**src/rtl/seg_scan_ctrl.sv**
```systemverilog
// ---------------------------------------------------------------------------
// seg_scan_ctrl
//
// Time-multiplexed scan controller for a common-anode multi-digit 7-segment
// display. Each digit receives one slot of REFRESH_DIV clock cycles. The first
// BLANK_CYCLES cycles of every slot drive all anodes off, which hides ghosting
// while the shared segment bus changes value. The rest of the slot shows the
// selected digit.
//
// The inputs are captured into a frame snapshot on the first cycle of digit
// 0's slot. A frame therefore never shows a mix of old and new values.
//
// Ports
//   clk          system clock
//   rst          synchronous, active-high reset
//   en           scan enable; when low the controller idles with outputs off
//   data         packed hex word; nibble i is digit i (digit 0 is rightmost)
//   dp_in        decimal point request per digit, active-high
//   digit_en     per-digit display mask; 0 blanks that digit
//   lz_suppress  blank leading zero digits (digit 0 is never suppressed)
//   an           anode selects, active-low; at most one bit is low
//   seg          segments {a,b,c,d,e,f,g}, active-low
//   dp           decimal point, active-low
//   frame_tick   one-cycle pulse on the last cycle of the final digit's slot
// ---------------------------------------------------------------------------
module seg_scan_ctrl #(
    parameter int NUM_DIGITS   = 4,
    parameter int REFRESH_DIV  = 50000,
    parameter int BLANK_CYCLES = 500
) (
    input  logic                    clk,
    input  logic                    rst,
    input  logic                    en,
    input  logic [4*NUM_DIGITS-1:0] data,
    input  logic [NUM_DIGITS-1:0]   dp_in,
    input  logic [NUM_DIGITS-1:0]   digit_en,
    input  logic                    lz_suppress,
    output logic [NUM_DIGITS-1:0]   an,
    output logic [6:0]              seg,
    output logic                    dp,
    output logic                    frame_tick
);

    localparam int CW = (REFRESH_DIV > 1) ? $clog2(REFRESH_DIV) : 1;
    localparam int DW = (NUM_DIGITS > 1) ? $clog2(NUM_DIGITS) : 1;

    localparam logic [CW-1:0] LAST_CNT   = CW'(REFRESH_DIV - 1);
    localparam logic [DW-1:0] LAST_DIGIT = DW'(NUM_DIGITS - 1);
    localparam logic [CW-1:0] BLANK_END  = CW'(BLANK_CYCLES);

    typedef enum logic [1:0] {
        IDLE,
        BLANK,
        SHOW
    } state_t;

    // State for the first cycle of a slot; skips blanking when it is disabled.
    localparam state_t SLOT_START = (BLANK_CYCLES > 0) ? BLANK : SHOW;

    state_t                  state_reg, state_next;
    logic [DW-1:0]           digit_reg, digit_next;
    logic [CW-1:0]           cnt_reg, cnt_next;
    logic [CW-1:0]           cnt_inc;
    logic                    load_snap;

    logic [4*NUM_DIGITS-1:0] data_snap_reg, data_snap_next;
    logic [NUM_DIGITS-1:0]   dp_snap_reg, dp_snap_next;
    logic [NUM_DIGITS-1:0]   den_snap_reg, den_snap_next;
    logic                    lz_snap_reg, lz_snap_next;

    logic [NUM_DIGITS-1:0]   an_reg, an_next;
    logic [6:0]              seg_reg, seg_next;
    logic                    dp_reg, dp_next;
    logic                    tick_reg, tick_next;

    // ------------------------------------------------------------------
    // Sequencing: slot counter, digit index and scan state
    // ------------------------------------------------------------------
    always_comb begin
        state_next = state_reg;
        digit_next = digit_reg;
        cnt_next   = cnt_reg;
        load_snap  = 1'b0;
        cnt_inc    = cnt_reg + 1'b1;

        if (!en) begin
            state_next = IDLE;
            digit_next = '0;
            cnt_next   = '0;
        end else if (state_reg == IDLE) begin
            state_next = SLOT_START;
            digit_next = '0;
            cnt_next   = '0;
            load_snap  = 1'b1;
        end else if (cnt_reg == LAST_CNT) begin
            state_next = SLOT_START;
            cnt_next   = '0;
            if (digit_reg == LAST_DIGIT) begin
                digit_next = '0;
                load_snap  = 1'b1;
            end else begin
                digit_next = digit_reg + 1'b1;
            end
        end else begin
            cnt_next   = cnt_inc;
            state_next = (cnt_inc < BLANK_END) ? BLANK : SHOW;
        end
    end

    // Outputs are computed from the upcoming snapshot so that the first
    // slot of a frame already sees the freshly captured inputs.
    assign data_snap_next = load_snap ? data        : data_snap_reg;
    assign dp_snap_next   = load_snap ? dp_in       : dp_snap_reg;
    assign den_snap_next  = load_snap ? digit_en    : den_snap_reg;
    assign lz_snap_next   = load_snap ? lz_suppress : lz_snap_reg;

    // ------------------------------------------------------------------
    // Per-digit visibility
    // zero_from[i] is high when every digit at or above i is a zero nibble
    // with no decimal point, i.e. digit i is a leading zero.
    // ------------------------------------------------------------------
    logic [NUM_DIGITS:0]   zero_from;
    logic [NUM_DIGITS-1:0] digit_vis;
    logic [NUM_DIGITS-1:0] digit_sel;
    logic [NUM_DIGITS-1:0] show_vec;

    assign zero_from[NUM_DIGITS] = 1'b1;

    generate
        for (genvar gi = 0; gi < NUM_DIGITS; gi++) begin : g_digit
            assign zero_from[gi] = zero_from[gi+1]
                                 & (data_snap_next[4*gi +: 4] == 4'h0)
                                 & ~dp_snap_next[gi];
            if (gi == 0) begin : g_first
                assign digit_vis[gi] = den_snap_next[gi];
            end else begin : g_upper
                assign digit_vis[gi] = den_snap_next[gi]
                                     & ~(lz_snap_next & zero_from[gi]);
            end
            assign digit_sel[gi] = (digit_next == DW'(gi));
            assign show_vec[gi]  = digit_sel[gi] & digit_vis[gi]
                                 & (state_next == SHOW);
        end
    endgenerate

    // ------------------------------------------------------------------
    // Segment decode, active-low {a,b,c,d,e,f,g}
    // ------------------------------------------------------------------
    function automatic logic [6:0] hex_to_seg(input logic [3:0] nib);
        logic [6:0] s;
        case (nib)
            4'h0: s = 7'b0000001;
            4'h1: s = 7'b1001111;
            4'h2: s = 7'b0010010;
            4'h3: s = 7'b0000110;
            4'h4: s = 7'b1001100;
            4'h5: s = 7'b0100100;
            4'h6: s = 7'b0100000;
            4'h7: s = 7'b0001111;
            4'h8: s = 7'b0000000;
            4'h9: s = 7'b0000100;
            4'hA: s = 7'b0001000;
            4'hB: s = 7'b1100000;
            4'hC: s = 7'b0110001;
            4'hD: s = 7'b1000010;
            4'hE: s = 7'b0110000;
            default: s = 7'b0111000;
        endcase
        return s;
    endfunction

    logic [3:0] nibble_cur;
    logic       dp_cur;
    logic       digit_on;

    always_comb begin
        nibble_cur = 4'h0;
        dp_cur     = 1'b0;
        for (int i = 0; i < NUM_DIGITS; i++) begin
            if (digit_sel[i]) begin
                nibble_cur = data_snap_next[4*i +: 4];
                dp_cur     = dp_snap_next[i];
            end
        end
    end

    assign digit_on  = |show_vec;
    assign an_next   = ~show_vec;
    assign seg_next  = digit_on ? hex_to_seg(nibble_cur) : 7'b1111111;
    assign dp_next   = digit_on ? ~dp_cur : 1'b1;
    assign tick_next = (state_next != IDLE) && (digit_next == LAST_DIGIT)
                     && (cnt_next == LAST_CNT);

    // ------------------------------------------------------------------
    // Registers
    // ------------------------------------------------------------------
    always_ff @(posedge clk) begin
        if (rst) begin
            state_reg     <= IDLE;
            digit_reg     <= '0;
            cnt_reg       <= '0;
            data_snap_reg <= '0;
            dp_snap_reg   <= '0;
            den_snap_reg  <= '0;
            lz_snap_reg   <= 1'b0;
            an_reg        <= '1;
            seg_reg       <= 7'b1111111;
            dp_reg        <= 1'b1;
            tick_reg      <= 1'b0;
        end else begin
            state_reg     <= state_next;
            digit_reg     <= digit_next;
            cnt_reg       <= cnt_next;
            data_snap_reg <= data_snap_next;
            dp_snap_reg   <= dp_snap_next;
            den_snap_reg  <= den_snap_next;
            lz_snap_reg   <= lz_snap_next;
            an_reg        <= an_next;
            seg_reg       <= seg_next;
            dp_reg        <= dp_next;
            tick_reg      <= tick_next;
        end
    end

    assign an         = an_reg;
    assign seg        = seg_reg;
    assign dp         = dp_reg;
    assign frame_tick = tick_reg;

endmodule

```
**config.mk**
```make
export PLATFORM = sky130hd
export DESIGN_NAME = seg_scan_ctrl
export DESIGN_NICKNAME = d
export VERILOG_FILES = /design/src/rtl/seg_scan_ctrl.sv
export SDC_FILE = /design/constraint.sdc
export NUM_CORES = 1
export LEC_CHECK = 0
export BUFFER_PORTS_ARGS = -buffer_cell sky130_fd_sc_hd__buf_2
export CAP_MARGIN = 15
export CELL_PAD_IN_SITES_DETAIL_PLACEMENT = 0
export CELL_PAD_IN_SITES_GLOBAL_PLACEMENT = 1
export CORE_MARGIN = 2
export CORE_UTILIZATION = 30
export CTS_CLUSTER_SIZE = 40
export DETAILED_ROUTE_END_ITERATION = 6
export GPL_ROUTABILITY_DRIVEN = 0
export HOLD_SLACK_MARGIN = 0.05
export PLACE_DENSITY_LB_ADDON = 0.12
export RECOVER_POWER = 100
export SYNTH_ARGS = -nofsm -noshare
export SYNTH_HDL_FRONTEND = slang
export SYNTH_SLANG_ARGS = --single-unit
```
**constraint.sdc**
```tcl
create_clock -name clk -period 9.11 [get_ports clk]
set_input_delay 1.822 -clock clk [delete_from_list [all_inputs] [get_ports clk]]
set_output_delay 1.822 -clock clk [all_outputs]
set_load 0.02 [all_outputs]
```
==> results of run 1 <==
==> synthesized netlist by cell type, types with 4 or more instances <==
library cell,instances,area (um^2)
sky130_fd_sc_hd__a21oi_1,19,95.09
sky130_fd_sc_hd__o21ai_1,4,20.02
sky130_fd_sc_hd__or3_1,5,31.28
sky130_fd_sc_hd__o211ai_2,4,50.05
sky130_fd_sc_hd__nand3_1,13,65.06
sky130_fd_sc_hd__inv_1,8,30.03
sky130_fd_sc_hd__nor3_1,9,45.04
sky130_fd_sc_hd__buf_2,4,20.02
sky130_fd_sc_hd__ha_1,8,100.1
sky130_fd_sc_hd__o21ai_0,6,30.03
sky130_fd_sc_hd__clkbuf_1,10,37.54
sky130_fd_sc_hd__xnor2_1,11,96.34
sky130_fd_sc_hd__nand2_1,55,206.5
sky130_fd_sc_hd__mux2i_1,18,180.2
sky130_fd_sc_hd__dfxtp_1,58,1161
sky130_fd_sc_hd__or4_1,4,30.03
sky130_fd_sc_hd__xor2_1,5,43.79
sky130_fd_sc_hd__nand4_1,5,31.28
sky130_fd_sc_hd__nor4_1,5,31.28
sky130_fd_sc_hd__nor2_1,39,146.4
sky130_fd_sc_hd__and3_1,4,25.02
sky130_fd_sc_hd__nor3b_1,6,45.04
==> tightest hold or removal path, cell delays in order (launching register included) <==
cell and delay (ns):
sky130_fd_sc_hd__dfxtp_1 0.31, sky130_fd_sc_hd__nand2_1 0.05, sky130_fd_sc_hd__a21oi_1 0.05
==> layer usage <==
| layer | part of all wire [%] | vias up | global-route usage [%] |
|---|---|---|---|
| met5 | 0 | - | 0 |
| met4 | 1.8 | 0 | 5.639 |
| met3 | 3.8 | 14 | 3.311 |
| met2 | 44 | 59 | 22.81 |
| met1 | 50 | 1280 | 21.26 |
| li1 | - | 1361 | - |
==> worst max-delay path by stage <==
| stage | cells after the start | end | slack (ns) | from |
|---|---|---|---|---|
| 6_report | 13 | seg[6] | 3.38 | cnt_reg[0] |
| 5_1_grt | 13 | seg[6] | 2.81 | cnt_reg[0] |
| 4_1_cts | 11 | seg[6] | 4.57 | en |
| 3_5_place_dp | 11 | seg[6] | 4.21 | en |
| 3_3_place_gp | 11 | seg[6] | 4.36 | en |
| 2_1_floorplan | 11 | seg[6] | 5.01 | en |
==> cell families after synthesis <==
group / count (synthesis)
and+or+nand+nor: 171
buffers and inverters: 25
muxes: 22
xor gates and xnor gates: 16
DFF: 58
AOI/OAI and AO/OA: 62
adders and majority gates: 8
==> stage by stage <==
step	total power, uW	setup slack (ns)
2_1_floorplan	310.4	5.015
3_3_place_gp	329.7	4.356
3_5_place_dp	329.4	4.206
4_1_cts	554.9	4.569
5_1_grt	574.0	2.806
6_report	544.3	3.380
==> final cells by class <==
cell class | count | area [um^2]
flip-flops and latches | 58 | 1161
inverters | 8 | 30.03
well taps | 136 | 170.2
fillers | 1125 | 6689
repair buffers | 41 | 187.7
multi-input cells | 279 | 1810
clock inverters | 2 | 10.01
clock buffers | 14 | 172.7
==> power by group <==
part / total [uW] / switching (uW) / leakage (uW) / internal [uW]
sequential: 264 / 3.94 / 0.000472 / 260
combinational: 58.3 / 34.6 / 0.000759 / 23.7
clock: 222 / 101 / 0.0000965 / 120
total: 544 / 140 / 0.00133 / 404
==> layout by cell type, fill, tap and decap left out, types with 3 or more instances in the layout <==
cell type                   n
sky130_fd_sc_hd__a211oi_1   3
sky130_fd_sc_hd__a21oi_1   19
sky130_fd_sc_hd__and3_1     4
sky130_fd_sc_hd__and3_2     3
sky130_fd_sc_hd__buf_2     27
sky130_fd_sc_hd__clkbuf_1  16
sky130_fd_sc_hd__clkbuf_8  12
sky130_fd_sc_hd__dfxtp_1   58
sky130_fd_sc_hd__ha_1       8
sky130_fd_sc_hd__inv_1      8
sky130_fd_sc_hd__mux2_2     3
sky130_fd_sc_hd__mux2i_1   19
sky130_fd_sc_hd__nand2_1   55
sky130_fd_sc_hd__nand3_1   13
sky130_fd_sc_hd__nand4_1    5
sky130_fd_sc_hd__nor2_1    39
sky130_fd_sc_hd__nor2b_1    3
sky130_fd_sc_hd__nor3_1     9
sky130_fd_sc_hd__nor3b_1    6
sky130_fd_sc_hd__nor4_1     5
sky130_fd_sc_hd__o211ai_1   4
sky130_fd_sc_hd__o211ai_2   3
sky130_fd_sc_hd__o21ai_0    6
sky130_fd_sc_hd__o21ai_1    4
sky130_fd_sc_hd__o221ai_1   3
sky130_fd_sc_hd__or3_1      5
sky130_fd_sc_hd__or4_1      4
sky130_fd_sc_hd__xnor2_1   11
sky130_fd_sc_hd__xor2_1     5
==> impl_metrics.ini, run 1 <==
[critical_path]
cp.buffers_inverters = 2
critPathMaxFanout = 33
path_cells = ha_1 -> and3_1 -> nor4b_1 -> a41oi_4 -> clkbuf_1 -> mux2i_1 -> mux2i_1 -> mux2i_1 -> inv_1 -> ha_1 -> or3b_2 -> a21oi_1 -> o31ai_1
critical_path.top_delay_family = simple AND/OR/NAND/NOR gates
crit_path_start_kind = flip-flop
reg2reg_from = cnt_reg[0]
setup.worst_path.class = flip-flop to flip-flop
most_frequent_cp_cell = sky130_fd_sc_hd__mux2i_1
r2r_setup_slack_ns = 3.38
worst-endpoint-arrival_ns = 5.94
timing.reg2reg.worst_path_depth = 13
critical_path_required_ns = 9.32
cp-end-kind = flip-flop
crit_path_max_incr_delay_ns = 1.37
cp_slowest_cell = sky130_fd_sc_hd__nor4b_1
worst_r2r_endpoint = seg[6]

[timing]
fin_skew_ns = 0.007717
timing_max_transition_violations_final = 44
hold_viol_final = 0
post-route-min-period_ns = 5.730
final_critical_path_share_of_the_clock_period_pct = 62.89
rsz0062_at_grt = false
setup_viol_count_final = 0
fin_setup_tns_ns = 0
transition_time_at_the_pin_with_the_least_slew_margin_ns = 1.862
hold_slack_ns = 0.4596
max_freq_ghz = 0.1745
max_slew_margin_pct = -24.14

[route]
detail_route.iter0.violations = 86
number_of_remaining_drc_errors = 0
route.detailed.vias_per_inst = 5.045
routedWlPerCell_um = 15.16
postRouteWirelength_mm = 8.157
dr_total_vias = 2714
detail_route.first_pass.iterations = 4
antenna_left = 0

[grt]
overflow = 0
global_route_wire_length_before_repair_mm = 13.34
pin_count_of_the_biggest_net_entering_global_routing = 34
overall_fraction_of_global_route_tracks_in_use_pct = 15.18
number_of_global_route_vias_before_repair = 2550
grt_antenna_before_repair = 0

[min_path]
hp-start = den_snap_reg[2]
min_delay_path_depth = 2
timing.hold.worst_endpoint = den_snap_reg[2]
hold_class = flip-flop to flip-flop

[clocking]
clk_pin_slew_ns = 0.07
clk_path_buf_depth = 2
clock_tree_from_tritoncts = yes
clock_network_latency_to_the_later_pin_of_the_worst_skew_pair_ns = 0.33
cts_setup_buffers = 0
numCtsBuffers = 9
cts_repair_resize_count = 0
cts.sink_count = 58
cts-hold-fix-buffers = 0
clock_tree.htree_level_count = 3
cts_root_buf = sky130_fd_sc_hd__clkbuf_8

[finish]
num-nets-final = 433
fraction_of_final_layout_cells_with_drive_strength_greater_than_1_pct = 16.42
area_growth_from_synthesis_to_layout_pct = 13.38
fin_util_pct = 34.62
fin_cells = 538
stdcell_area_um2 = 3542
antenna_cells_inserted = 0

[status]
run_status = finished with violations
violations_in_the_final_reports = capacitance limit, slew limit

[yosys]
ys_types = 63
share_of_synthesized_area_spent_on_multiplexers_pct = 7.569
synthesis.yosys.warnings = 0
main_combinational_cell_family_by_area_after_synthesis = simple AND/OR/NAND/NOR gates
synth_fa_ha_area_share_pct = 3.204
yosysSeqAreaShare_pct = 37.16
synth_edf_count = 0
fraction_of_the_mapped_netlist_area_in_compound_gates_pct = 15.38
synth_simple_gate_area_share_pct = 28.43
ys_seq_elements = 58
postSynth.topFlopCell = sky130_fd_sc_hd__dfxtp_1
avgSynthCellArea_um2 = 8.631
syn-num-nets = 398
synthesis.instances = 362
post_synth_xor_area_fraction_pct = 4.485
asyncSetResetFlopFracSynth_pct = 0
syn-cell-area_um2 = 3124

[placed_design]
place_area_um2 = 3415
io_buffers = 40
post-place-cells = 522
dp.final_hpwl_mm = 6.014

[pwr]
power_per_cell_area_nw_per_um2 = 153.7
p_leak_uw = 0.001328
max-vdd-ir-drop_mv = 0.05158

[flow_run]
timing.max_cap.violations = 2

[floorplanning]
horizontal_extent_of_the_die_um = 106.1
row_count = 37
dieArea_um2 = 11250
io_pins = 41
floorplan.die.height_um = 106.1
initial_utilization_pct = 30.54
core_region_area_um2 = 10230
No activity file was read; power rests on OpenSTA's default activity.
==> run 2: changes to the inputs <==
- clock period: 9.11 -> 5.57 ns (I/O delays scaled with it)
==> impl_metrics.ini, run 2 (synthesis gave the netlist of run 1 again) <==
[critical_path]
reg2reg_from = cnt_reg[0]
cp-end-kind = flip-flop
worst-endpoint-arrival_ns = 4.68
crit_path_start = cnt_reg[0]
critPathCapture = seg[0]
timing.reg2reg.worst_path_depth = 10
setup.worst_path.class = flip-flop to flip-flop
worst_r2r_endpoint = seg[0]
critical_path_required_ns = 5.74
crit_path_start_kind = flip-flop
critPathMaxFanout = 24
r2r_setup_slack_ns = 1.07

[floorplanning]
row_count = 37
floorplan.die.height_um = 106.1
io_pins = 41
dieArea_um2 = 11250
initial_utilization_pct = 30.54
horizontal_extent_of_the_die_um = 106.1
core_region_area_um2 = 10230

[timing]
fin_setup_tns_ns = 0
max_freq_ghz = 0.2220
timing_max_transition_violations_final = 0
postLayoutSetupSlackWorst_ns = 1.066
rsz0062_at_grt = false
max_slew_margin_pct = 11.58
fin_skew_ns = 0.009856
hold_slack_ns = 0.4567
setup_viol_count_final = 0
post-route-min-period_ns = 4.504
hold_viol_final = 0
transition_time_at_the_pin_with_the_least_slew_margin_ns = 1.309
final_critical_path_share_of_the_clock_period_pct = 80.86

[grt]
overflow = 0
grt_antenna_before_repair = 0
number_of_global_route_vias_before_repair = 2650
overall_fraction_of_global_route_tracks_in_use_pct = 15.46
pin_count_of_the_biggest_net_entering_global_routing = 30
global_route_wire_length_before_repair_mm = 13.63

[clocking]
clock_network_latency_to_the_later_pin_of_the_worst_skew_pair_ns = 0.34
cts_repair_resize_count = 0
clk_path_buf_depth = 2
cts.sink_count = 58
clock_tree_from_tritoncts = yes
cts-hold-fix-buffers = 0
numCtsBuffers = 9
cts_setup_buffers = 0
clk_pin_slew_ns = 0.07
cts_root_buf = sky130_fd_sc_hd__clkbuf_8
clock_tree.htree_level_count = 3

[finish]
fraction_of_final_layout_cells_with_drive_strength_greater_than_1_pct = 17.16
area_growth_from_synthesis_to_layout_pct = 13.42
n_fill_cell = 1143
antenna_cells_inserted = 0
highest_count_cells_in_the_layout_ignoring_fill_and_taps = sky130_fd_sc_hd__dfxtp_1, sky130_fd_sc_hd__nand2_1, sky130_fd_sc_hd__nor2_1
num-nets-final = 434
layout.cells.most_common = sky130_fd_sc_hd__dfxtp_1
stdcell_area_um2 = 3543

[route]
detail_route.iter0.violations = 115
route.detailed.vias_per_inst = 4.907
antenna_left = 0
dr_total_vias = 2640
routedWlPerCell_um = 15.20
number_of_remaining_drc_errors = 0
detail_route.first_pass.iterations = 4
postRouteWirelength_mm = 8.177

[pwr]
power_per_cell_area_nw_per_um2 = 247.6
seqPwrFrac_pct = 49.3
power.internal_uw = 645.4
max-vdd-ir-drop_mv = 0.09638
power_uw = 877.4
switchingPower_uw = 231.9
clock_power_share_pct = 39.9
combPwrFrac_pct = 10.9
p_leak_uw = 0.001322
switching_share_pct = 26.44

[placed_design]
dp.final_hpwl_mm = 6.011
place_worst_setup_slack_ns = 1.719
io_buffers = 40
place_area_um2 = 3422

[status]
run_status = finished clean

[min_path]
hold_class = flip-flop to flip-flop

[flow_run]
timing.max_cap.violations = 0
==> run 2: worst min-delay path by stage <==
stage | startpoint | end | slack [ns] | cells after the start
floorplan | den_snap_reg[2] | den_snap_reg[2] | 0.43 | 2
global placement | den_snap_reg[2] | den_snap_reg[2] | 0.45 | 2
detailed placement | den_snap_reg[2] | den_snap_reg[2] | 0.45 | 2
CTS | den_snap_reg[2] | den_snap_reg[2] | 0.46 | 2
global route | den_snap_reg[2] | den_snap_reg[2] | 0.49 | 2
finish | den_snap_reg[2] | den_snap_reg[2] | 0.46 | 2
==> run 2: layer usage <==
metal  wire (um)  track usage [%]  vias to the layer above
li1            -                -                     1364
met1        4117            21.36                     1230
met2        3736            23.82                       36
met3         212            3.495                       10
met4         110            5.075                        0
met5           0                0                        -
==> run 2: final cells by class <==
class | instances | area, um^2 | share of cell area [%]
sequential | 58 | 1161 | 32.77
inverter | 8 | 30.03 | 0.8475
timing repair buffer | 42 | 191.4 | 5.403
tap | 136 | 170.2 | 4.802
clock inverter | 3 | 15.01 | 0.4237
clock buffer | 12 | 155.1 | 4.379
multi-input combinational | 279 | 1821 | 51.38
==> run 2: worst max-delay path, cell delays in order (launching register included) <==
cell	delay, ns
sky130_fd_sc_hd__dfxtp_1	0.35
sky130_fd_sc_hd__ha_1	0.29
sky130_fd_sc_hd__and3_1	0.23
sky130_fd_sc_hd__nor4b_4	0.18
sky130_fd_sc_hd__a41oi_1	1.02
sky130_fd_sc_hd__clkbuf_1	1.00
sky130_fd_sc_hd__nand2_1	0.20
sky130_fd_sc_hd__o211ai_2	0.36
sky130_fd_sc_hd__mux2_2	0.31
sky130_fd_sc_hd__mux2i_1	0.20
sky130_fd_sc_hd__o221ai_1	0.18
==> run 2: per-stage QoR <==
stage                     cells  util [%]
final                       538     34.63
after detailed placement    523     33.45
after global routing        538     34.63
after CTS                   538     35.11
after global placement      523     33.45
after floorplan             362         -
==> run 2: power by group through the flow <==
stage / clock [uW] / sequential (uW) / combinational (uW)
3_5_place_dp: 0 / 442 / 96.9
2_1_floorplan: 0 / 439 / 68.5
6_report: 350 / 432 / 95.6
5_1_grt: 386 / 433 / 107
4_1_cts: 363 / 432 / 97.2
3_3_place_gp: 0 / 442 / 97.9
